$ cat src/rtl/vga_pkg.sv
`default_nettype none
// ----------------------------------------------------------------------------
// vga_pkg : default 640x480@60 timing, coordinate/colour types, bar palette
// Rev 1.0
// ----------------------------------------------------------------------------
package vga_pkg;

  localparam int unsigned DEF_H_VISIBLE = 640;
  localparam int unsigned DEF_H_FP      = 16;
  localparam int unsigned DEF_H_SYNC    = 96;
  localparam int unsigned DEF_H_BP      = 48;
  localparam int unsigned DEF_V_VISIBLE = 480;
  localparam int unsigned DEF_V_FP      = 10;
  localparam int unsigned DEF_V_SYNC    = 2;
  localparam int unsigned DEF_V_BP      = 33;

  localparam int unsigned DEF_H_TOTAL = DEF_H_VISIBLE + DEF_H_FP + DEF_H_SYNC + DEF_H_BP;
  localparam int unsigned DEF_V_TOTAL = DEF_V_VISIBLE + DEF_V_FP + DEF_V_SYNC + DEF_V_BP;

  localparam int unsigned COORD_W = 10;

  typedef logic [COORD_W-1:0] coord_t;
  typedef logic [7:0]         rgb_t;   // RRRGGGBB

  localparam rgb_t BAR_WHITE   = 8'hFF;
  localparam rgb_t BAR_YELLOW  = 8'hFC;
  localparam rgb_t BAR_CYAN    = 8'h1F;
  localparam rgb_t BAR_GREEN   = 8'h1C;
  localparam rgb_t BAR_MAGENTA = 8'hE3;
  localparam rgb_t BAR_RED     = 8'hE0;
  localparam rgb_t BAR_BLUE    = 8'h03;
  localparam rgb_t BAR_BLACK   = 8'h00;

  function automatic rgb_t bar_colour(input coord_t idx);
    case (idx)
      10'd0:   bar_colour = BAR_WHITE;
      10'd1:   bar_colour = BAR_YELLOW;
      10'd2:   bar_colour = BAR_CYAN;
      10'd3:   bar_colour = BAR_GREEN;
      10'd4:   bar_colour = BAR_MAGENTA;
      10'd5:   bar_colour = BAR_RED;
      10'd6:   bar_colour = BAR_BLUE;
      default: bar_colour = BAR_BLACK;
    endcase
  endfunction

endpackage
`default_nettype wire

$ cat src/rtl/vga_axis_counter.sv
`default_nettype none
// ----------------------------------------------------------------------------
// vga_axis_counter : enabled 0..TOTAL-1 wrapping counter with look-ahead value
// Rev 1.0
// ----------------------------------------------------------------------------
module vga_axis_counter
  import vga_pkg::*;
#(
  parameter int unsigned TOTAL = DEF_H_TOTAL
) (
  input  logic               clk,
  input  logic               rst_i,
  input  logic               en_i,
  output logic [COORD_W-1:0] count_o,
  output logic [COORD_W-1:0] next_count_o,
  output logic               wrap_o
);

  localparam coord_t LAST = coord_t'(TOTAL - 1);

  coord_t count_q;
  coord_t count_d;
  logic   at_last;

  assign at_last = (count_q == LAST);

  always_comb begin
    count_d = count_q;
    if (en_i) begin
      count_d = at_last ? '0 : count_q + coord_t'(1);
    end
  end

  // Reset parks on the last position so the first enable lands on zero.
  always_ff @(posedge clk) begin
    if (rst_i) begin
      count_q <= LAST;
    end else begin
      count_q <= count_d;
    end
  end

  assign count_o      = count_q;
  assign next_count_o = count_d;
  assign wrap_o       = en_i & at_last;

endmodule
`default_nettype wire

$ cat src/rtl/vga_timing_gen.sv
`default_nettype none
// ----------------------------------------------------------------------------
// vga_timing_gen : 640x480@60 raster timing on a pixel-tick enable;
// VGA_TEST_PATTERN_EN adds an eight-bar colour test pattern on rgb.  Rev 1.0
// ----------------------------------------------------------------------------
module vga_timing_gen
  import vga_pkg::*;
#(
  parameter int unsigned H_VISIBLE   = DEF_H_VISIBLE,
  parameter int unsigned H_FP        = DEF_H_FP,
  parameter int unsigned H_SYNC      = DEF_H_SYNC,
  parameter int unsigned H_BP        = DEF_H_BP,
  parameter int unsigned V_VISIBLE   = DEF_V_VISIBLE,
  parameter int unsigned V_FP        = DEF_V_FP,
  parameter int unsigned V_SYNC      = DEF_V_SYNC,
  parameter int unsigned V_BP        = DEF_V_BP,
  parameter bit          SYNC_ACTIVE = 1'b0
) (
  input  logic               clk,
  input  logic               reset,
  input  logic               pix_en,
  output logic               hsync,
  output logic               vsync,
  output logic               video_on,
  output logic [COORD_W-1:0] x,
  output logic [COORD_W-1:0] y,
  output logic               line_start,
  output logic               frame_start,
  output logic [7:0]         rgb
);

  localparam int unsigned H_TOTAL = H_VISIBLE + H_FP + H_SYNC + H_BP;
  localparam int unsigned V_TOTAL = V_VISIBLE + V_FP + V_SYNC + V_BP;

  localparam coord_t HS_FIRST = coord_t'(H_VISIBLE + H_FP);
  localparam coord_t HS_LAST  = coord_t'(H_VISIBLE + H_FP + H_SYNC - 1);
  localparam coord_t VS_FIRST = coord_t'(V_VISIBLE + V_FP);
  localparam coord_t VS_LAST  = coord_t'(V_VISIBLE + V_FP + V_SYNC - 1);
  localparam coord_t H_VIS    = coord_t'(H_VISIBLE);
  localparam coord_t V_VIS    = coord_t'(V_VISIBLE);

  if (H_TOTAL > 1024) begin : g_h_total_check
    $error("vga_timing_gen: H_TOTAL %0d exceeds 1024", H_TOTAL);
  end
  if (V_TOTAL > 1024) begin : g_v_total_check
    $error("vga_timing_gen: V_TOTAL %0d exceeds 1024", V_TOTAL);
  end

  coord_t h_count, h_next, v_count, v_next;
  logic   h_wrap, v_wrap, v_en;

  assign v_en = pix_en & h_wrap;

  vga_axis_counter #(.TOTAL(H_TOTAL)) u_h_counter (
    .clk          (clk),
    .rst_i        (reset),
    .en_i         (pix_en),
    .count_o      (h_count),
    .next_count_o (h_next),
    .wrap_o       (h_wrap)
  );

  vga_axis_counter #(.TOTAL(V_TOTAL)) u_v_counter (
    .clk          (clk),
    .rst_i        (reset),
    .en_i         (v_en),
    .count_o      (v_count),
    .next_count_o (v_next),
    .wrap_o       (v_wrap)
  );

  logic hsync_d, vsync_d, video_on_d;
  logic hsync_q, vsync_q, video_on_q, line_start_q, frame_start_q;

  // Decode from the look-ahead counts so registered outputs line up with x/y.
  always_comb begin
    hsync_d    = ((h_next >= HS_FIRST) && (h_next <= HS_LAST)) ? SYNC_ACTIVE : ~SYNC_ACTIVE;
    vsync_d    = ((v_next >= VS_FIRST) && (v_next <= VS_LAST)) ? SYNC_ACTIVE : ~SYNC_ACTIVE;
    video_on_d = (h_next < H_VIS) && (v_next < V_VIS);
  end

  always_ff @(posedge clk) begin
    if (reset) begin
      hsync_q       <= ~SYNC_ACTIVE;
      vsync_q       <= ~SYNC_ACTIVE;
      video_on_q    <= 1'b0;
      line_start_q  <= 1'b0;
      frame_start_q <= 1'b0;
    end else begin
      line_start_q  <= h_wrap;
      frame_start_q <= v_wrap;
      if (pix_en) begin
        hsync_q    <= hsync_d;
        vsync_q    <= vsync_d;
        video_on_q <= video_on_d;
      end
    end
  end

`ifdef VGA_TEST_PATTERN_EN
  localparam coord_t BAR_W = coord_t'(H_VISIBLE / 8);

  rgb_t rgb_q;
  rgb_t rgb_d;

  assign rgb_d = video_on_d ? bar_colour(h_next / BAR_W) : BAR_BLACK;

  always_ff @(posedge clk) begin
    if (reset) begin
      rgb_q <= BAR_BLACK;
    end else if (pix_en) begin
      rgb_q <= rgb_d;
    end
  end

  assign rgb = rgb_q;
`else
  assign rgb = BAR_BLACK;
`endif

  assign hsync       = hsync_q;
  assign vsync       = vsync_q;
  assign video_on    = video_on_q;
  assign x           = h_count;
  assign y           = v_count;
  assign line_start  = line_start_q;
  assign frame_start = frame_start_q;

endmodule
`default_nettype wire
$ cat config.mk
export PLATFORM = sky130hd
export DESIGN_NAME = vga_timing_gen
export DESIGN_NICKNAME = d
export VERILOG_FILES = /design/src/rtl/vga_pkg.sv /design/src/rtl/vga_axis_counter.sv /design/src/rtl/vga_timing_gen.sv
export SDC_FILE = /design/constraint.sdc
export NUM_CORES = 1
export LEC_CHECK = 0
export ABC_CLOCK_PERIOD_IN_PS = 2450
export CAP_MARGIN = 40
export CORE_MARGIN = 2
export CORE_UTILIZATION = 30
export CTS_BUF_LIST = sky130_fd_sc_hd__clkbuf_4 sky130_fd_sc_hd__clkbuf_8
export CTS_CLUSTER_SIZE = 40
export DETAILED_ROUTE_END_ITERATION = 6
export HOLD_SLACK_MARGIN = 0.06
export SLEW_MARGIN = 20
export SYNTH_ARGS = -nofsm -noshare
export SYNTH_HDL_FRONTEND = slang
export SYNTH_SLANG_ARGS = --single-unit
$ cat constraint.sdc
create_clock -name clk -period 2.45 [get_ports clk]
set_clock_uncertainty 0.2 [all_clocks]
set_input_delay 0.245 -clock clk [delete_from_list [all_inputs] [get_ports clk]]
set_output_delay 0.245 -clock clk [all_outputs]
set_load 0.03 [all_outputs]
==> summary.md, run 1 <==
| Metric | Value |
|---|---|
| Core box area | `4723 um2` |
| H-tree Lvls | `1` |
| Max Clock Freq | `421.9 MHz` |
| Crit-path max FO | `13` |
| Final #Nets | `236` |
| Seq/Total Area, Yosys | `33.96%` |
| Synth warn | `0` |
| DIE AREA | `5490 um2` |
| Ant diodes | `0` |
| Initial antenna violation count | `0` |
| Final instance area | `1997 um2` |
| Drt via density | `4.976` |
| Grt ovf | `0` |
| Clk sink count | `25` |
| Yosys reg bits | `25` |
| First-pass GRT wire length | `5.892 mm` |
| Hold endpoint | `hsync$_SDFFE_PP1P_` |
| Slew Limit Fails | `0` |
| R2R depth | `7` |
| Area grow syn2layout | `35.48%` |
| DRT Pass-1 Iters | `4` |
| Mean area per synthesized cell | `7.757 um2` |
| CP endpoint kind | `flip-flop` |
| Detail Route Antenna Nets | `0` |
| Finished Layout Cells | `296` |
| Root Buffer | `clkbuf_8` |
| Largest net degree at the start of global routing | `16` |
| Total CTS buffers | `3` |
| Reg area | `510.5 um2` |
| DRT iter0 DRCs | `64` |
| Total Negative Setup Slacks | `0 ns` |
| Compound-Gate Fraction of Synth Area | `17.57%` |
| CTS tree | `built` |
| Critical Path Source Type | `flip-flop` |
| Hold Crit Class | `reg2reg` |
| Final min period | `2.370 ns` |
| WHS | `0.3416 ns` |
| Dpl hpwl | `2.679 mm` |
| Fillers | `483` |
| Hold buffer count at CTS | `0` |
| Longest Clk Path Bufs | `2` |
| Placed Instances | `291` |
| Final setup viols | `0` |
| Gr usage total | `13.64%` |
| Vias in the first global route | `1249` |
| Initial Util | `31.21%` |
| Post-DP Area | `1916 um2` |
| Die span in y | `74.10 um` |
| Status | `complete, no violations` |
| Final Hold Vio Count | `0` |
| Most frequent cell after synthesis | `dfxtp_1` |
| DP Worst Slack | `-0.05146 ns` |
| Die width | `74.10 um` |
| Multi-input gate area | `914.6 um2` |
| Pwr Density | `652.6 nW/um2` |
| Yosys cell types | `43` |
| Via Count | `1473` |
| DRC | `0` |
| Peak supply drop | `0.3249 mV` |
| Max-cap violations | `0` |
| R2R setup slack | `0.08 ns` |
| Area leader, netlist | `dfxtp_1` |
| Layout cells sized above 1 | `18.78%` |
| Final Cycle Share | `96.74%` |
| Asr flop ratio synth | `0%` |
| Required @ worst endpoint | `2.41 ns` |
| # port buffers | `27` |
| Leakage | `0.7718 nW` |
| FP Rows | `25` |
| Wire per inst | `12.43 um` |
| Reg-to-reg endpoint | `vsync$_SDFFE_PP1P_` |
| Post-synth top cells | `dfxtp_1 (25), nor2_1 (20), nand2_1 (19)` |
| Adder-cell share of the synthesized area | `2.547%` |
| Number of enable flip-flop cells after synthesis | `0` |
| Final Power | `1.303 mW` |
| Crit Reg-Reg Startpoint | `u_h_counter.count_o[6]$_SDFF_PP0_` |
| Worst skew pair latency | `0.28 ns` |
| Main combinational cell family by area after synthesis | `simple AND/OR/NAND/NOR gates` |
| WS Path Type | `reg2reg` |
| # IOs | `36` |
| CP arrival | `2.33 ns` |
| Worst Hold Depth | `2` |
| Routed WL | `3.680 mm` |
| Clock transition at path regs | `0.10 ns` |
| Top FF cell, synth | `dfxtp_1` |
| Core Util, Final | `42.28%` |
| Post-synthesis cell count | `190` |
| Yosys top cell area share | `33.96%` |
| Synth Cell Area | `1474 um2` |
| Synth Area in Simple Gates | `30.31%` |
| Ranking of synthesized cells by area | `dfxtp_1 (34%), nor2_1 (5.1%), nand2_1 (4.8%)` |
| Final worst slack | `0.07975 ns` |
| RSZ-0062 raised after global routing | `yes` |
| Hold Path Origin | `hsync$_SDFFE_PP1P_` |
| Proportion of synthesized area in mux cells | `0.6791%` |
| GP Congestion | `0.8611` |
| Synth Area in XOR/XNOR | `5.942%` |
[layer usage]
layer	routed length, um	vias up	track usage, %
met3	200	2	3.794
met5	0	-	0
li1	-	737	-
met2	1625	45	21.63
met1	1838	689	18.68
met4	15	0	2.626
[flip-flops by register name, summed over array words and instances (netlist names)]
| name | flops |
|---|---|
| frame_start | 1 |
| line_start | 1 |
| vsync | 1 |
| u_v_counter.count_o | 10 |
| u_h_counter.count_o | 10 |
| video_on | 1 |
| hsync | 1 |
[worst max path at each step]
stage / cells after the start / to / startpoint
after global routing: 6 / video_on$_SDFFE_PP0P_ / u_h_counter.count_o[6]$_SDFF_PP0_
after floorplan: 8 / video_on$_SDFFE_PP0P_ / u_h_counter.count_o[6]$_SDFF_PP0_
final: 7 / vsync$_SDFFE_PP1P_ / u_h_counter.count_o[6]$_SDFF_PP0_
after CTS: 7 / vsync$_SDFFE_PP1P_ / u_h_counter.count_o[6]$_SDFF_PP0_
after global placement: 8 / vsync$_SDFFE_PP1P_ / pix_en
after detailed placement: 8 / vsync$_SDFFE_PP1P_ / pix_en
[placed cells by master (no fill, tap or decap), types with 2 or more instances in the layout]
master and count:
a211oi_1 2, a21oi_1 9, a31oi_1 3, and3_1 3, buf_4 20, clkbuf_8 3
clkdlybuf4s50_1 27, conb_1 8, dfxtp_1 21, dfxtp_2 2, dfxtp_4 2, ha_1 3
inv_1 5, nand2_1 18, nand2b_1 6, nand3_1 7, nand4_1 5, nand4b_1 3
nor2_1 20, nor3_1 7, nor4_2 4, o211ai_1 2, o21ai_0 11, o21ai_1 2
or2_2 3, or3b_2 2, xnor2_1 5, xor2_1 5
[area by class of cell]
cell class                 count  share of cell area (%)
tap                           67                   4.198
inverter                       5                  0.9398
clock buffer                   3                   2.068
clock inverter                 1                  0.3759
multi-input combinational    148                   45.80
sequential                    25                   25.56
timing repair buffer          47                   21.05
[cell families after synthesis]
kind of cell,Yosys count
other cells,1
xor+xnor,10
mux,1
simple gates,86
fa+ha+maj,3
flops,25
buf+inv,24
compound gates,40
[power breakdown]
| group | internal (mW) | switching, mW |
|---|---|---|
| logic | 0.226 | 0.324 |
| clock network | 0.116 | 0.148 |
| registers | 0.446 | 0.0435 |
| total | 0.787 | 0.516 |
[critical path, cell delays in order, from the launching register on]
cell	delay, ns
dfxtp_4	0.35
or3_4	0.40
or4_4	0.56
buf_4	0.21
nor2_1	0.16
a32oi_1	0.12
o21ai_1	0.16
a31oi_1	0.09
[timing repair]
action	4_1_cts	5_1_grt
buffers inserted	0	1
cloned	0	0
endpoints found under the setup margin	2	2
resized for setup	1	6
pin swaps	0	1
Power figures use the tool's default switching activity.
==> run 2: changes to the inputs <==
--- a/config.mk
+++ b/config.mk
@@ -9,2 +9,3 @@
 export CAP_MARGIN = 40
+export CORE_ASPECT_RATIO = 1.5
 export CORE_MARGIN = 2
==> constraint.sdc (replaced) <==
create_clock -name clk -period 2.45 [get_ports clk]
set_clock_uncertainty 0.2 [all_clocks]
set_input_delay 0.735 -clock clk [delete_from_list [all_inputs] [get_ports clk]]
set_output_delay 0.735 -clock clk [all_outputs]
set_load 0.03 [all_outputs]
==> run 2 against run 1 <==
Sequential power barely moved. Non-clock buffer count rose by 11. Final area rose by 5.8%. Flip-flop and latch count did not move. Combinational power rose by 13%. Largest cell class unchanged. First-iteration DRC count fell by 25%. Largest power group unchanged. Final cell count rose by 3.4%.
==> summary.md, run 2 (same netlist as run 1, synthesis figures left out) <==
| Metric | Value |
|---|---|
| Status | `complete, no violations (unchanged)` |
| Clock transition at path regs | `0.09 ns (was 0.10 ns)` |
| # IOs | `36 (unchanged)` |
| Required @ worst endpoint | `2.43 ns (was 2.41 ns)` |
| First-pass GRT wire length | `6.423 mm (was 5.892 mm)` |
| Die width | `61.23 um (was 74.10 um)` |
| Crit-path max FO | `4 (was 13)` |
| CP arrival | `2.40 ns (was 2.33 ns)` |
| FP Rows | `31 (was 25)` |
| Pwr Density | `645.4 nW/um2 (was 652.6 nW/um2)` |
| Area grow syn2layout | `43.38% (was 35.48%)` |
| Drt via density | `4.938 (was 4.976)` |
| Grt ovf | `0 (unchanged)` |
| WS Path Type | `reg2reg (unchanged)` |
| R2R setup slack | `0.03 ns (was 0.08 ns)` |
| Most common cell after layout, fill and taps aside | `buf_4 (was clkdlybuf4s50_1)` |
| Reg area | `510.5 um2 (unchanged)` |
| Largest net degree at the start of global routing | `16 (unchanged)` |
| Gr usage total | `14.70% (was 13.64%)` |
| Dpl hpwl | `2.992 mm (was 2.679 mm)` |
| Longest Clk Path Bufs | `2 (unchanged)` |
| Max-cap violations | `0 (unchanged)` |
| Detail Route Antenna Nets | `0 (unchanged)` |
| GP Congestion | `0.8207 (was 0.8611)` |
| DP Worst Slack | `-0.5046 ns (was -0.05146 ns)` |
| Commonest cells after routing, fill and taps aside | `buf_4 (31), clkdlybuf4s50_1 (23), dfxtp_1 (21), nor2_1 (20), nand2_1 (18) (was clkdlybuf4s50_1 (27), dfxtp_1 (21), nor2_1 (20), buf_4 (20), nand2_1 (18))` |
| Die span in y | `89.85 um (was 74.10 um)` |
| Core Util, Final | `44.30% (was 42.28%)` |
| Via Count | `1511 (was 1473)` |
| Final min period | `2.415 ns (was 2.370 ns)` |
| RSZ-0062 raised after global routing | `no (was yes)` |
| Final Cycle Share | `98.58% (was 96.74%)` |
| # Post-CTS Setup Buffers | `0 (unchanged)` |
| Initial Util | `30.89% (was 31.21%)` |
| Hold Crit Class | `reg2reg (unchanged)` |
| Final #Nets | `247 (was 236)` |
| CTS tree | `built (unchanged)` |
| DIE AREA | `5501 um2 (was 5490 um2)` |
| Post-DP Area | `2017 um2 (was 1916 um2)` |
| Max Clock Freq | `414.1 MHz (was 421.9 MHz)` |
| Final setup viols | `0 (unchanged)` |
| Final instance area | `2113 um2 (was 1997 um2)` |
| Leakage | `0.8614 nW (was 0.7718 nW)` |
| Wire per inst | `12.69 um (was 12.43 um)` |
| WHS | `0.3302 ns (was 0.3416 ns)` |
| Root Buffer | `clkbuf_8 (unchanged)` |
| Final worst slack | `0.03487 ns (was 0.07975 ns)` |
| Critical Path Source Type | `flip-flop (unchanged)` |
| Multi-input gate area | `944.7 um2 (was 914.6 um2)` |
| Core box area | `4771 um2 (was 4723 um2)` |
| Routed WL | `3.882 mm (was 3.680 mm)` |
| Clk sink count | `25 (unchanged)` |
| Peak supply drop | `0.2948 mV (was 0.3249 mV)` |
| Ant diodes | `0 (unchanged)` |
| CP endpoint kind | `flip-flop (unchanged)` |
| Worst skew pair latency | `0.27 ns (was 0.28 ns)` |
| Fillers | `506 (was 483)` |
| Initial antenna violation count | `0 (unchanged)` |
| Layout cells sized above 1 | `22.92% (was 18.78%)` |
| Total CTS buffers | `3 (unchanged)` |
| Vias in the first global route | `1433 (was 1249)` |
| H-tree Lvls | `1 (unchanged)` |
| DRT Pass-1 Iters | `4 (unchanged)` |
| Final Power | `1.364 mW (was 1.303 mW)` |
| Final Hold Vio Count | `0 (unchanged)` |
| Slew Limit Fails | `0 (unchanged)` |
| DRC | `0 (unchanged)` |
| # port buffers | `27 (unchanged)` |
| DRT iter0 DRCs | `48 (was 64)` |
==> run 2: path summary, 6_finish.rpt <==
| path | start | end | cells past startpoint |
|---|---|---|---|
| worst max register to register | u_h_counter.count_o[6]$_SDFF_PP0_ | video_on$_SDFFE_PP0P_ | 6 |
| worst max-delay path | u_h_counter.count_o[6]$_SDFF_PP0_ | video_on$_SDFFE_PP0P_ | 6 |
| worst min register to register | video_on$_SDFFE_PP0P_ | video_on$_SDFFE_PP0P_ | 2 |
| worst min-delay path | video_on$_SDFFE_PP0P_ | video_on$_SDFFE_PP0P_ | 2 |
==> run 2: metal layers <==
metal	track usage, %	routed length, um	share of wire, %	vias up
li1	-	-	-	759
met3	1.583	149	3.8	6
met5	0	0	0	-
met4	4.710	59	1.5	0
met2	25.44	2004	52	38
met1	18.13	1669	43	708
==> run 2: worst max-delay path: stages, from the launching register on <==
cell,delay [ns]
dfxtp_4,0.35
or3_4,0.41
or4_4,0.53
o311a_1,0.36
a31oi_1,0.20
nor4_2,0.09
o41ai_2,0.20
==> run 2: power breakdown <==
| part | internal [mW] | switching (mW) |
|---|---|---|
| combinational | 0.278 | 0.341 |
| sequential | 0.446 | 0.0444 |
| clock | 0.116 | 0.139 |
==> run 2: timing repair <==
item,4_1_cts,5_1_grt
endpoints found under the setup margin,5,5
hold buffers,0,0
resized for setup,4,8
pin swaps,1,1
gates cloned,0,0
==> run 2: per-stage QoR <==
| stage | TNS [ns] | instances |
|---|---|---|
| after floorplan | -0.1314 | 197 |
| after global routing | 0 | 306 |
| after global placement | -3.497 | 302 |
| after detailed placement | -3.486 | 302 |
| after CTS | 0 | 306 |
| final | 0 | 306 |
==> run 2: layout make-up <==
type / instances / share of cell area, %
clock buffer: 3 / 1.954
clock inverter: 1 / 0.2960
inverter: 5 / 0.8881
multi-input combinational: 148 / 44.70
sequential: 25 / 24.16
tap: 66 / 3.908
timing repair buffer: 58 / 24.10
